[config.mk]
export PLATFORM = sky130hd
export DESIGN_NAME = t08_touch_event_decoder
export DESIGN_NICKNAME = d
export VERILOG_FILES = /design/src/rtl/t08_touch_pkg.sv /design/src/rtl/t08_touch_out_reg.sv /design/src/rtl/t08_touch_event_decoder.sv
export SDC_FILE = /design/constraint.sdc
export NUM_CORES = 1
export LEC_CHECK = 0
export ABC_AREA = 1
export BUFFER_PORTS_ARGS = -buffer_cell sky130_fd_sc_hd__buf_2
export CAP_MARGIN = 40
export CORE_ASPECT_RATIO = 0.9
export CORE_MARGIN = 4
export CORE_UTILIZATION = 30
export DETAILED_ROUTE_END_ITERATION = 8
export GPL_ROUTABILITY_DRIVEN = 0
export PLACE_DENSITY = 0.51
export SETUP_SLACK_MARGIN = 0.2
export SYNTH_ARGS = -nofsm -noshare
export SYNTH_HDL_FRONTEND = slang
export SYNTH_HIERARCHICAL = 1
export SYNTH_SLANG_ARGS = --single-unit
[constraint.sdc]
create_clock -name clk -period 3.29 [get_ports clk]
set_clock_uncertainty 0.1 [all_clocks]
set_input_delay 0.658 -clock clk [delete_from_list [all_inputs] [get_ports clk]]
set_output_delay 0.658 -clock clk [all_outputs]
set_load 0.01 [all_outputs]
[src/rtl/t08_touch_pkg.sv]
// Shared types and constants for the touch event decoder: packet layout,
// raw controller event codes, presented event encoding and the event payload.
package t08_touch_pkg;

  localparam int unsigned PKT_W   = 32;
  localparam int unsigned COORD_W = 12;
  localparam int unsigned ID_W    = 4;
  localparam int unsigned RAW_W   = 2;

  // Packet bit positions (LSB of each field)
  localparam int unsigned PKT_EV_LSB = 30;
  localparam int unsigned PKT_X_LSB  = 16;
  localparam int unsigned PKT_ID_LSB = 12;
  localparam int unsigned PKT_Y_LSB  = 0;

  localparam logic [RAW_W-1:0] RAW_DOWN    = 2'b00;
  localparam logic [RAW_W-1:0] RAW_LIFT    = 2'b01;
  localparam logic [RAW_W-1:0] RAW_CONTACT = 2'b10;
  localparam logic [RAW_W-1:0] RAW_RSVD    = 2'b11;

  typedef enum logic [1:0] {
    EV_NONE    = 2'b00,
    EV_PRESS   = 2'b01,
    EV_MOVE    = 2'b10,
    EV_RELEASE = 2'b11
  } touch_event_t;

  typedef enum logic {
    ST_IDLE     = 1'b0,
    ST_TOUCHING = 1'b1
  } touch_state_t;

  typedef struct packed {
    touch_event_t       ev;
    logic [COORD_W-1:0] x;
    logic [COORD_W-1:0] y;
    logic [ID_W-1:0]    id;
  } touch_evt_t;

  function automatic logic [COORD_W-1:0] clamp_coord(input logic [COORD_W-1:0] v,
                                                     input logic [COORD_W-1:0] vmax);
    return (v > vmax) ? vmax : v;
  endfunction

  function automatic logic [COORD_W-1:0] abs_diff(input logic [COORD_W-1:0] a,
                                                  input logic [COORD_W-1:0] b);
    return (a >= b) ? (a - b) : (b - a);
  endfunction

endpackage

[src/rtl/t08_touch_out_reg.sv]
// Single-entry valid/ready event holding register. A pending MOVE may be
// replaced by a newer MOVE/RELEASE; anything else arriving while full is dropped.
module t08_touch_out_reg
  import t08_touch_pkg::*;
(
  input  logic       clk,
  input  logic       nRst,
  input  logic       i_ev_vld,
  input  touch_evt_t i_ev,
  input  logic       i_ready,
  output logic       o_valid,
  output touch_evt_t o_ev,
  output logic       o_overflow
);

  logic       r_valid;
  touch_evt_t r_ev;
  logic       r_overflow;

  logic w_hs;
  logic w_load;
  logic w_coalesce;
  logic w_drop;

  always_comb begin
    w_hs       = r_valid && i_ready;
    w_load     = 1'b0;
    w_coalesce = 1'b0;
    w_drop     = 1'b0;
    if (i_ev_vld) begin
      if (!r_valid || w_hs) begin
        w_load = 1'b1;
      end else if (r_ev.ev == EV_MOVE && i_ev.ev != EV_PRESS) begin
        w_coalesce = 1'b1;
      end else begin
        w_drop = 1'b1;
      end
    end
  end

  always_ff @(posedge clk or negedge nRst) begin
    if (!nRst) begin
      r_valid    <= 1'b0;
      r_ev       <= '0;
      r_overflow <= 1'b0;
    end else begin
      if (w_load || w_coalesce) begin
        r_valid <= 1'b1;
        r_ev    <= i_ev;
      end else if (w_hs) begin
        r_valid <= 1'b0;
      end
      // Sticky until reset
      if (w_drop) begin
        r_overflow <= 1'b1;
      end
    end
  end

  assign o_valid    = r_valid;
  assign o_ev       = r_ev;
  assign o_overflow = r_overflow;

endmodule

[src/rtl/t08_touch_event_decoder.sv]
// Touch packet decoder: press/contact/lift tracking, jitter suppression and
// lost-lift timeout. Define T08_TOUCH_SWAP_XY_EN for a rotated panel (X/Y swapped).
module t08_touch_event_decoder
  import t08_touch_pkg::*;
#(
  parameter int unsigned MOVE_THRESH    = 4,
  parameter int unsigned X_MAX          = 319,
  parameter int unsigned Y_MAX          = 479,
  parameter int unsigned TIMEOUT_CYCLES = 2_000_000
) (
  input  logic               clk,
  input  logic               nRst,
  input  logic [PKT_W-1:0]   pkt_data,
  input  logic               pkt_done,
  output logic               touch_valid,
  input  logic               touch_ready,
  output logic [1:0]         touch_event,
  output logic [COORD_W-1:0] touch_x,
  output logic [COORD_W-1:0] touch_y,
  output logic [ID_W-1:0]    touch_id,
  output logic               touching,
  output logic               overflow
);

  localparam int unsigned CNT_W = (TIMEOUT_CYCLES > 2) ? $clog2(TIMEOUT_CYCLES) : 1;

  touch_state_t r_state;
  touch_state_t w_state_nxt;

  logic               r_touching;
  logic [COORD_W-1:0] r_last_x;
  logic [COORD_W-1:0] r_last_y;
  logic [ID_W-1:0]    r_id;
  logic [CNT_W-1:0]   r_cnt;

  logic [RAW_W-1:0]   w_raw;
  logic [COORD_W-1:0] w_x_raw;
  logic [COORD_W-1:0] w_y_raw;
  logic [COORD_W-1:0] w_x;
  logic [COORD_W-1:0] w_y;
  logic [ID_W-1:0]    w_id;
  logic               w_unused_bits;

  logic               w_accept;
  logic               w_expire;
  logic               w_moved;
  logic               w_gen;
  touch_evt_t         w_gen_evt;
  logic               w_latch_xy;
  logic               w_latch_id;
  logic [CNT_W-1:0]   w_cnt_nxt;

  touch_evt_t         w_out_ev;

  assign w_raw         = pkt_data[PKT_EV_LSB +: RAW_W];
  assign w_id          = pkt_data[PKT_ID_LSB +: ID_W];
  assign w_unused_bits = ^pkt_data[PKT_EV_LSB-1 -: 2];

`ifdef T08_TOUCH_SWAP_XY_EN
  assign w_x_raw = pkt_data[PKT_Y_LSB +: COORD_W];
  assign w_y_raw = pkt_data[PKT_X_LSB +: COORD_W];
`else
  assign w_x_raw = pkt_data[PKT_X_LSB +: COORD_W];
  assign w_y_raw = pkt_data[PKT_Y_LSB +: COORD_W];
`endif

  assign w_x = clamp_coord(w_x_raw, COORD_W'(X_MAX));
  assign w_y = clamp_coord(w_y_raw, COORD_W'(Y_MAX));

  // Reserved raw events are invisible: they neither advance the FSM nor reset the timer
  assign w_accept = pkt_done && (w_raw != RAW_RSVD);
  assign w_expire = (r_state == ST_TOUCHING) && (r_cnt == CNT_W'(TIMEOUT_CYCLES - 1));
  assign w_moved  = (abs_diff(w_x, r_last_x) >= COORD_W'(MOVE_THRESH)) ||
                    (abs_diff(w_y, r_last_y) >= COORD_W'(MOVE_THRESH));

  always_ff @(posedge clk or negedge nRst) begin
    if (!nRst) begin
      r_state <= ST_IDLE;
    end else begin
      r_state <= w_state_nxt;
    end
  end

  always_comb begin
    w_state_nxt  = r_state;
    w_gen        = 1'b0;
    w_gen_evt.ev = EV_NONE;
    w_gen_evt.x  = w_x;
    w_gen_evt.y  = w_y;
    w_gen_evt.id = w_id;
    w_latch_xy   = 1'b0;
    w_latch_id   = 1'b0;
    unique case (r_state)
      ST_IDLE: begin
        if (w_accept && (w_raw == RAW_DOWN || w_raw == RAW_CONTACT)) begin
          w_gen        = 1'b1;
          w_gen_evt.ev = EV_PRESS;
          w_latch_xy   = 1'b1;
          w_latch_id   = 1'b1;
          w_state_nxt  = ST_TOUCHING;
        end
      end
      ST_TOUCHING: begin
        if (w_accept) begin
          if (w_raw == RAW_LIFT) begin
            w_gen        = 1'b1;
            w_gen_evt.ev = EV_RELEASE;
            w_state_nxt  = ST_IDLE;
          end else if (w_moved) begin
            w_gen        = 1'b1;
            w_gen_evt.ev = EV_MOVE;
            w_latch_xy   = 1'b1;
          end
        end else if (w_expire) begin
          // Lift packet presumed lost: release where the finger was last seen
          w_gen        = 1'b1;
          w_gen_evt.ev = EV_RELEASE;
          w_gen_evt.x  = r_last_x;
          w_gen_evt.y  = r_last_y;
          w_gen_evt.id = r_id;
          w_state_nxt  = ST_IDLE;
        end
      end
      default: w_state_nxt = ST_IDLE;
    endcase
  end

  always_comb begin
    w_cnt_nxt = r_cnt + CNT_W'(1);
    if (r_state == ST_IDLE || w_accept || w_expire) begin
      w_cnt_nxt = '0;
    end
  end

  always_ff @(posedge clk or negedge nRst) begin
    if (!nRst) begin
      r_touching <= 1'b0;
      r_last_x   <= '0;
      r_last_y   <= '0;
      r_id       <= '0;
      r_cnt      <= '0;
    end else begin
      r_touching <= (w_state_nxt == ST_TOUCHING);
      r_cnt      <= w_cnt_nxt;
      if (w_latch_xy) begin
        r_last_x <= w_x;
        r_last_y <= w_y;
      end
      if (w_latch_id) begin
        r_id <= w_id;
      end
    end
  end

  t08_touch_out_reg u_out_reg (
    .clk        (clk),
    .nRst       (nRst),
    .i_ev_vld   (w_gen),
    .i_ev       (w_gen_evt),
    .i_ready    (touch_ready),
    .o_valid    (touch_valid),
    .o_ev       (w_out_ev),
    .o_overflow (overflow)
  );

  assign touch_event = w_out_ev.ev;
  assign touch_x     = w_out_ev.x;
  assign touch_y     = w_out_ev.y;
  assign touch_id    = w_out_ev.id;
  assign touching    = r_touching;

endmodule

==> summary.md, run 1 <==
| Metric | Value |
|---|---|
| Reg2Reg Setup Slack | -0.10 ns |
| Latest clock arrival within the worst-skew pair | 0.34 ns |
| Cell variety after synth | 48 |
| Crit path from | pkt_data[25] |
| Filler instances | 2154 |
| Final net count | 1305 |
| Final Cycle Share | 1.16 |
| Multi-input gate area | 4450 um^2 |
| CP required | 3.42 ns |
| Setup TNS Final | -24.12 ns |
| Syn_area_per_cell | 6.65 um^2 |
| Clock sinks | 82 |
| Critical path's slowest cell | fa_2 |
| Post-Synthesis Cells | 971 |
| Leak Pwr | approximately 5.0 nW |
| Port buffer count | 66 |
| Crit path top cell by count | nand2_2 |
| #FFs+latches synth | 82 |
| First-pass GRT wire length | 33500 um |
| MaxCap Viol Count | 0 |
| Clock power frac | 0.287 |
| Slowest stage delay, CP | 0.37 ns |
| Comb power frac | 0.401 |
| End-of-flow core utilization | 0.468 |
| Die height | approximately 150 um |
| Slew Viols, Final | 0 |
| Failing checks | negative setup slack |
| TritonCTS clock tree | yes |
| GR Overflow Total | 0 |
| Core area | 21000 um^2 |
| DR WL/cell | 13.6 um |
| Tot GR Track Use | 0.170 |
| Top cells by area, synth | dfrtp_1 (32%), nand2_1 (16%), inv_1 (8.7%) |
| FF/Latch Area | between 2000 and 2500 um^2 |
| Int Power | 2.54 mW |
| Max_slew headroom | 0.517 |
| Pin slew with the least headroom to its limit | ~0.72 ns |
| Vias in the first global route | 6695 |
| Yosys top cell area share | 0.318 |
| Remaining antenna violation count | 0 |
| Psw | 1.37 mW |
| H-Tree Level Count | 3 |
| Worst setup path category | input port to register |
| CTS max path bufs | 2 |
| Pwr per Cell Area | 398 nW/um^2 |
| VDD IR max | 0.311 mV |
| Hold Path Class | input port to asynchronous set/reset pin |
| Worst setup EP type | register |
| Vias per cell | 4.57 |
| Area of all placed cells without fillers | 9810 um^2 |
| Hold violation total from the final report | 0 |
| Share of cells above drive strength 1 | 0.344 |
| Drt first-iter violations | around 340 |
| Area added between synthesis and finish | 51.9% |
| Tmin final | 3.82 ns |
| Switching Share | 0.350 |
| Sequential share of power | 0.312 |
| Tot Pwr | 3.91 mW |
| Cell taking the most area after synthesis | dfrtp_1 |
| Final wirelength | about 21000 um |
| RSZ-0062 raised after global routing | true |
| Placed Area | 8460 um^2 |
| Final Worst Setup Slack | -0.533 ns |
| Clock Root Buffer | clkbuf_16 |
| Post-synthesis instance area | 6460 um^2 |
| Initial Utilization | 0.308 |
| Startpoint class of the critical path | input port |
| Number of setup violations in the final report | 56 |
| DRC | 0 |
| Width of the die | 163 um |
| Status | finished with violations |
| I/O pin count | 69 |
| Clock transition at path regs | 0.06 ns |
| Die area | 23900 um^2 |
| Critical Path End | u_out_reg/o_ev[13]$_DFFE_PN0P_ |
| Final HPWL DP | 15800 um |
| R2r endpoint | u_out_reg/o_ev[13]$_DFFE_PN0P_ |
| Largest net degree at the start of global routing | 54 |
| Arrival time worst endpoint | 3.96 ns |
| Max Fclk | 262 MHz |
| CTS Buf Count | 9 |
| Post-synthesis sequential area ratio | 0.318 |
| Worst Path Max Fanout | 7 |
| N_diodes | 0 |
| Yosys warnings | 6 |
| Initial antenna violation count | 0 |
| Hold Buf Count CTS | 0 |
| Reg-to-reg startpoint | r_last_x[11]$_DFFE_PN0P_ |
| Depth of the most critical reg-to-reg path | 25 |
| Vias | 6940 |
| DRT Pass-1 Iters | 5 |
| Num rows | 50 |
[layer usage]
layer | global-route usage | vias up | part of all wire
met3 | 0.0286 | 23 | 0.043
met5 | 0 | - | 0
li1 | - | 3619 | -
met1 | 0.238 | 3145 | 0.49
met4 | 0.0373 | 0 | 0.014
met2 | 0.277 | 153 | 0.46
[final cells by class]
cell class / instances / share of cell area
Tap cell: 286 / 0.0365
Clock buffer: 9 / 0.0230
Clock inverter: 7 / 0.0105
Sequential cell: 82 / 0.209
Inverter: 152 / 0.0592
Multi-Input combinational cell: 721 / 0.454
Timing Repair Buffer: 260 / 0.208
[through the flow]
stage	setup WS (ns)	instances	hold WS, ns
6_report	-0.533	1517	0.276
5_1_grt	-0.782	1517	0.344
4_1_cts	-0.463	1511	0.305
3_5_place_dp	-0.959	1477	0.355
3_3_place_gp	-0.973	1477	0.352
2_1_floorplan	-0.379	979	0.262
[placed cells by master (no fill, tap or decap), types with 6 or more instances in the layout]
| cell type | count |
|---|---|
| buf_2 | 63 |
| nand3_1 | 69 |
| nand4_1 | 20 |
| buf_4 | 170 |
| buf_6 | 13 |
| nor4_1 | 6 |
| nor2_2 | 9 |
| nand2_1 | 258 |
| nor2_4 | 17 |
| nor3b_1 | 8 |
| inv_1 | 139 |
| a21oi_2 | 10 |
| xor2_1 | 6 |
| o21ai_0 | 36 |
| conb_1 | 10 |
| ha_1 | 24 |
| nor2_1 | 68 |
| dfrtp_1 | 82 |
| ha_4 | 17 |
| a21oi_1 | 39 |
| inv_2 | 10 |
| nor3_1 | 13 |
| nand3_2 | 33 |
| clkbuf_16 | 11 |
| buf_12 | 9 |
| nand2_2 | 25 |
[state kept, by name, indices dropped and copies added, names as in the netlist]
register	cells
r_id	4
touching	1
r_cnt	21
u_out_reg/o_ev	30
u_out_reg/o_valid	1
r_last_y	12
u_out_reg/o_overflow	1
r_last_x	12
[how the worst min path moves through the flow]
stage,startpoint,cells past startpoint,end
floorplan,nRst,0,r_cnt[0]$_DFF_PN0_
global route,nRst,1,r_last_y[9]$_DFFE_PN0P_
finish,nRst,1,r_cnt[0]$_DFF_PN0_
global placement,r_cnt[0]$_DFF_PN0_,1,r_cnt[0]$_DFF_PN0_
detailed placement,r_cnt[0]$_DFF_PN0_,1,r_cnt[0]$_DFF_PN0_
CTS,nRst,1,r_cnt[0]$_DFF_PN0_
[logic make-up (layout without fill, tap and decap cells)]
family,Yosys count,after routing,synth area share
flops,82,82,0.318
xor+xnor,8,8,0.0108
compound gates,112,112,0.0959
buf+inv,177,428,0.112
other cells,2,10,0.00116
simple gates,547,548,0.376
fa+ha+maj,43,43,0.0856
[power groups by stage]
| stage | clock network (mW) | logic, mW | registers (mW) |
|---|---|---|---|
| floorplan | 0 | 0.667 | 1.26 |
| global placement | 0 | 1.29 | 1.24 |
| detailed placement | 0 | 1.30 | 1.23 |
| CTS | 1.14 | 1.46 | 1.22 |
| global route | 1.18 | 1.74 | 1.23 |
| finish | 1.12 | 1.57 | 1.22 |
[synthesized netlist by cell type, drive strengths merged]
cell / instances
nand2: 289
inv: 152
nand3: 106
nor2: 94
dfrtp: 82
a21oi: 49
o21ai: 44
ha: 41
nand4: 23
buf: 14
nor3: 14
clkbuf: 11
nor3b: 8
nor4: 8
xor2: 6
o21bai: 5
a21o: 3
o211ai: 3
conb: 2
fa: 2
nand3b: 2
or2: 2
xnor2: 2
a21boi: 1
a22oi: 1
a31oi: 1
a41oi: 1
and3: 1
o2111ai: 1
o21a: 1
o22ai: 1
o31ai: 1
[worst max-delay path: cells and delay by family]
kind	cells	cell delay, ns
adder cells (fa/ha/maj)	2	0.53
buffers and inverters	6	0.58
AND/OR/NAND/NOR	22	2.05
AO/OA/AOI/OAI	1	0.14
[repair_timing]
action	CTS	global route
setup buffers	14	4
hold endpoints to repair	0	0
setup endpoints to repair	56	58
pin swaps	20	52
cloned	4	2
resized for setup	77	76
Power figures use the tool's default switching activity.
==> inputs of run 2 (changes only) <==
- CORE_MARGIN: 4 -> 2
- REMOVE_ABC_BUFFERS: default -> 1
==> run 2 against run 1 <==
Net effect: the flow still finishes with violations (negative setup slack); design area is 2.7% lower; hold slack worse by 0.11 ns; combinational power hardly changed; global-route usage is 2.0 points higher; via count is 0.63% lower; die area is 5.1% lower; clock power is 11% lower; maximum frequency is 1.6% lower; largest power group unchanged.
==> summary.md, run 2 (synthesis results as in run 1) <==
| Metric | Value |
|---|---|
| I/O pin count | 69 (unchanged) |
| Max Fclk | 257 MHz (-1.6%) |
| Critical path's slowest cell | or2_1 |
| Share of cells above drive strength 1 | 0.335 (-0.00915) |
| Crit path top cell by count | nand2_1 |
| Hold Buf Count CTS | 0 (unchanged) |
| Width of the die | 159 um (-2.5%) |
| Largest net degree at the start of global routing | 49 (-9.3%) |
| Tot GR Track Use | 0.191 (+0.0204) |
| Final Cycle Share | 1.18 (+0.0192) |
| Latest clock arrival within the worst-skew pair | 0.35 ns (about the same) |
| Clock transition at path regs | 0.07 ns (about the same) |
| H-Tree Level Count | 3 (unchanged) |
| Tmin final | 3.89 ns (+0.0632 ns) |
| Depth of the most critical reg-to-reg path | 25 (unchanged) |
| Final Worst Setup Slack | -0.596 ns (-0.0632 ns) |
| Die area | 22700 um^2 (-5.1%) |
| Vias in the first global route | 6472 (-3.3%) |
| Vias | 6896 (-0.63%) |
| DR WL/cell | 14.7 um (+8.2%) |
| Most frequent cells in the layout | nand2_1 (230), inv_1 (138), buf_4 (129), dfrtp_1 (82), nand3_1 (80) |
| Slew Viols, Final | 0 (unchanged) |
| Tot Pwr | 3.79 mW (-2.9%) |
| Drt first-iter violations | 420 (+24%) |
| Setup TNS Final | -24.24 ns (-0.124 ns) |
| GR Overflow Total | 0 (unchanged) |
| Remaining antenna violation count | 0 (unchanged) |
| Status | finished with violations |
| Initial antenna violation count | 0 (unchanged) |
| Slowest stage delay, CP | 0.28 ns (-0.09 ns) |
| Failing checks | negative setup slack |
| Hold Path Class | input port to asynchronous set/reset pin |
| Commonest non-fill, non-tap cell in the layout | nand2_1 |
| RSZ-0062 raised after global routing | true |
| Core area | 21000 um^2 (unchanged) |
| CTS max path bufs | 2 (unchanged) |
| Worst setup EP type | register |
| Pin slew with the least headroom to its limit | 0.702 ns (-0.0225 ns) |
| Area of all placed cells without fillers | 9550 um^2 (-2.7%) |
| Number of setup violations in the final report | 56 (unchanged) |
| DRT Pass-1 Iters | 5 (unchanged) |
| Arrival time worst endpoint | 4.03 ns (+0.07 ns) |
| Clock sinks | 82 (unchanged) |
| N_diodes | 0 (unchanged) |
| CTS Buf Count | 9 (unchanged) |
| Placed Area | 8070 um^2 (-4.6%) |
| Final net count | 1267 (-2.9%) |
| Port buffer count | 66 (unchanged) |
| Final HPWL DP | 15400 um (-2.5%) |
| TritonCTS clock tree | yes |
| Initial Utilization | 0.308 (unchanged) |
| Area added between synthesis and finish | 47.8% |
| DRC | 0 (unchanged) |
| Vias per cell | 4.66 (+1.9%) |
| Max_slew headroom | 0.531 (+0.0139) |
| VDD IR max | 0.268 mV (-14%) |
| Hold violation total from the final report | 0 (unchanged) |
| Die height | 143 um (-2.7%) |
| Pwr per Cell Area | 397 nW/um^2 (-0.22%) |
| Num rows | 50 (unchanged) |
| Max reg flops | 30 (unchanged) |
| Setup WS pre-CTS | -1.13 ns (-0.170 ns) |
| End-of-flow core utilization | 0.455 (-0.0127) |
| Clock Root Buffer | clkbuf_16 |
| CP required | 3.44 ns (+0.02 ns) |
| Final wirelength | 21800 um (+5.4%) |
| Startpoint class of the critical path | input port |
| Leak Pwr | 4.87 nW (-3.3%) |
| First-pass GRT wire length | 33800 um (+0.78%) |
| MaxCap Viol Count | 0 (unchanged) |
| Worst Path Max Fanout | 10 (+3) |
| Worst setup path category | input port to register |
[run 2: cell count changes in the layout (fill, tap and decap cells not counted), moves of 3 or more]
cell / previous run / this run
buf_4: 170 / 129
nand2_1: 258 / 230
nand2_2: 25 / 42
nand3_1: 69 / 80
nand3_2: 33 / 22
buf_2: 63 / 60
nor2_2: 9 / 12
buf_6: 13 / 17
ha_1: 24 / 28
nand2_4: 5 / 15
ha_4: 17 / 12
[run 2: path summary, 6_finish.rpt]
check,startpoint,to,slack (ns)
worst min register to register,u_out_reg/o_ev[19]$_DFFE_PN0P_,u_out_reg/o_ev[19]$_DFFE_PN0P_,0.37
worst max register to register,r_last_y[7]$_DFFE_PN0P_,u_out_reg/o_ev[14]$_DFFE_PN0P_,-0.17
max in group asynchronous,nRst,u_out_reg/o_ev[7]$_DFFE_PN0P_,2.30
worst min-delay path,nRst,r_last_x[8]$_DFFE_PN0P_,0.16
worst max-delay path,pkt_data[10],u_out_reg/o_ev[14]$_DFFE_PN0P_,-0.60
min in group clk,u_out_reg/o_ev[19]$_DFFE_PN0P_,u_out_reg/o_ev[19]$_DFFE_PN0P_,0.37
[run 2: critical path, delay by kind of cell]
kind                       cells  cell delay [ns]
adders and majority gates      1             0.26
AOI/OAI and AO/OA              4             0.64
and+or+nand+nor               19             1.79
buffers and inverters          7             0.71
[run 2: routing by layer]
layer  global-route usage  up-vias  share of wire
met5                    0        -              0
met4               0.0394        0         0.0082
met3               0.0316       13          0.046
met2                0.285      141           0.43
met1                0.287     3205           0.52
li1                     -     3537              -
[run 2: cell type report]
cell class	instances	area [um^2]
inverters	152	586
clock buffers	12	246
well taps	286	358
fillers	2103	11400
repair inverters	1	7.51
clock inverters	4	33.8
repair buffers	222	1800
multi-input cells	720	4460
flip-flops and latches	82	2050
[run 2: metrics by stage]
stage	hold WS, ns	instances
2_1_floorplan	0.262	954
3_3_place_gp	0.347	1435
3_5_place_dp	0.361	1435
4_1_cts	0.177	1469
5_1_grt	0.202	1479
6_report	0.163	1479
[run 2: power breakdown]
group	switching [mW]	leakage, nW	internal [mW]	total, mW
Sequential	0.0987	1.04	1.13	1.23
Combinational	0.851	3.70	0.711	1.56
Clock	0.457	0.134	0.541	0.998
Total	1.41	4.87	2.38	3.79
[run 2: timing repair]
action	4_1_cts	5_1_grt
pin swaps	33	23
endpoints found under the hold margin	0	0
cloned	4	4
endpoints found under the setup margin	56	59
resized for setup	140	75
setup buffers	14	6
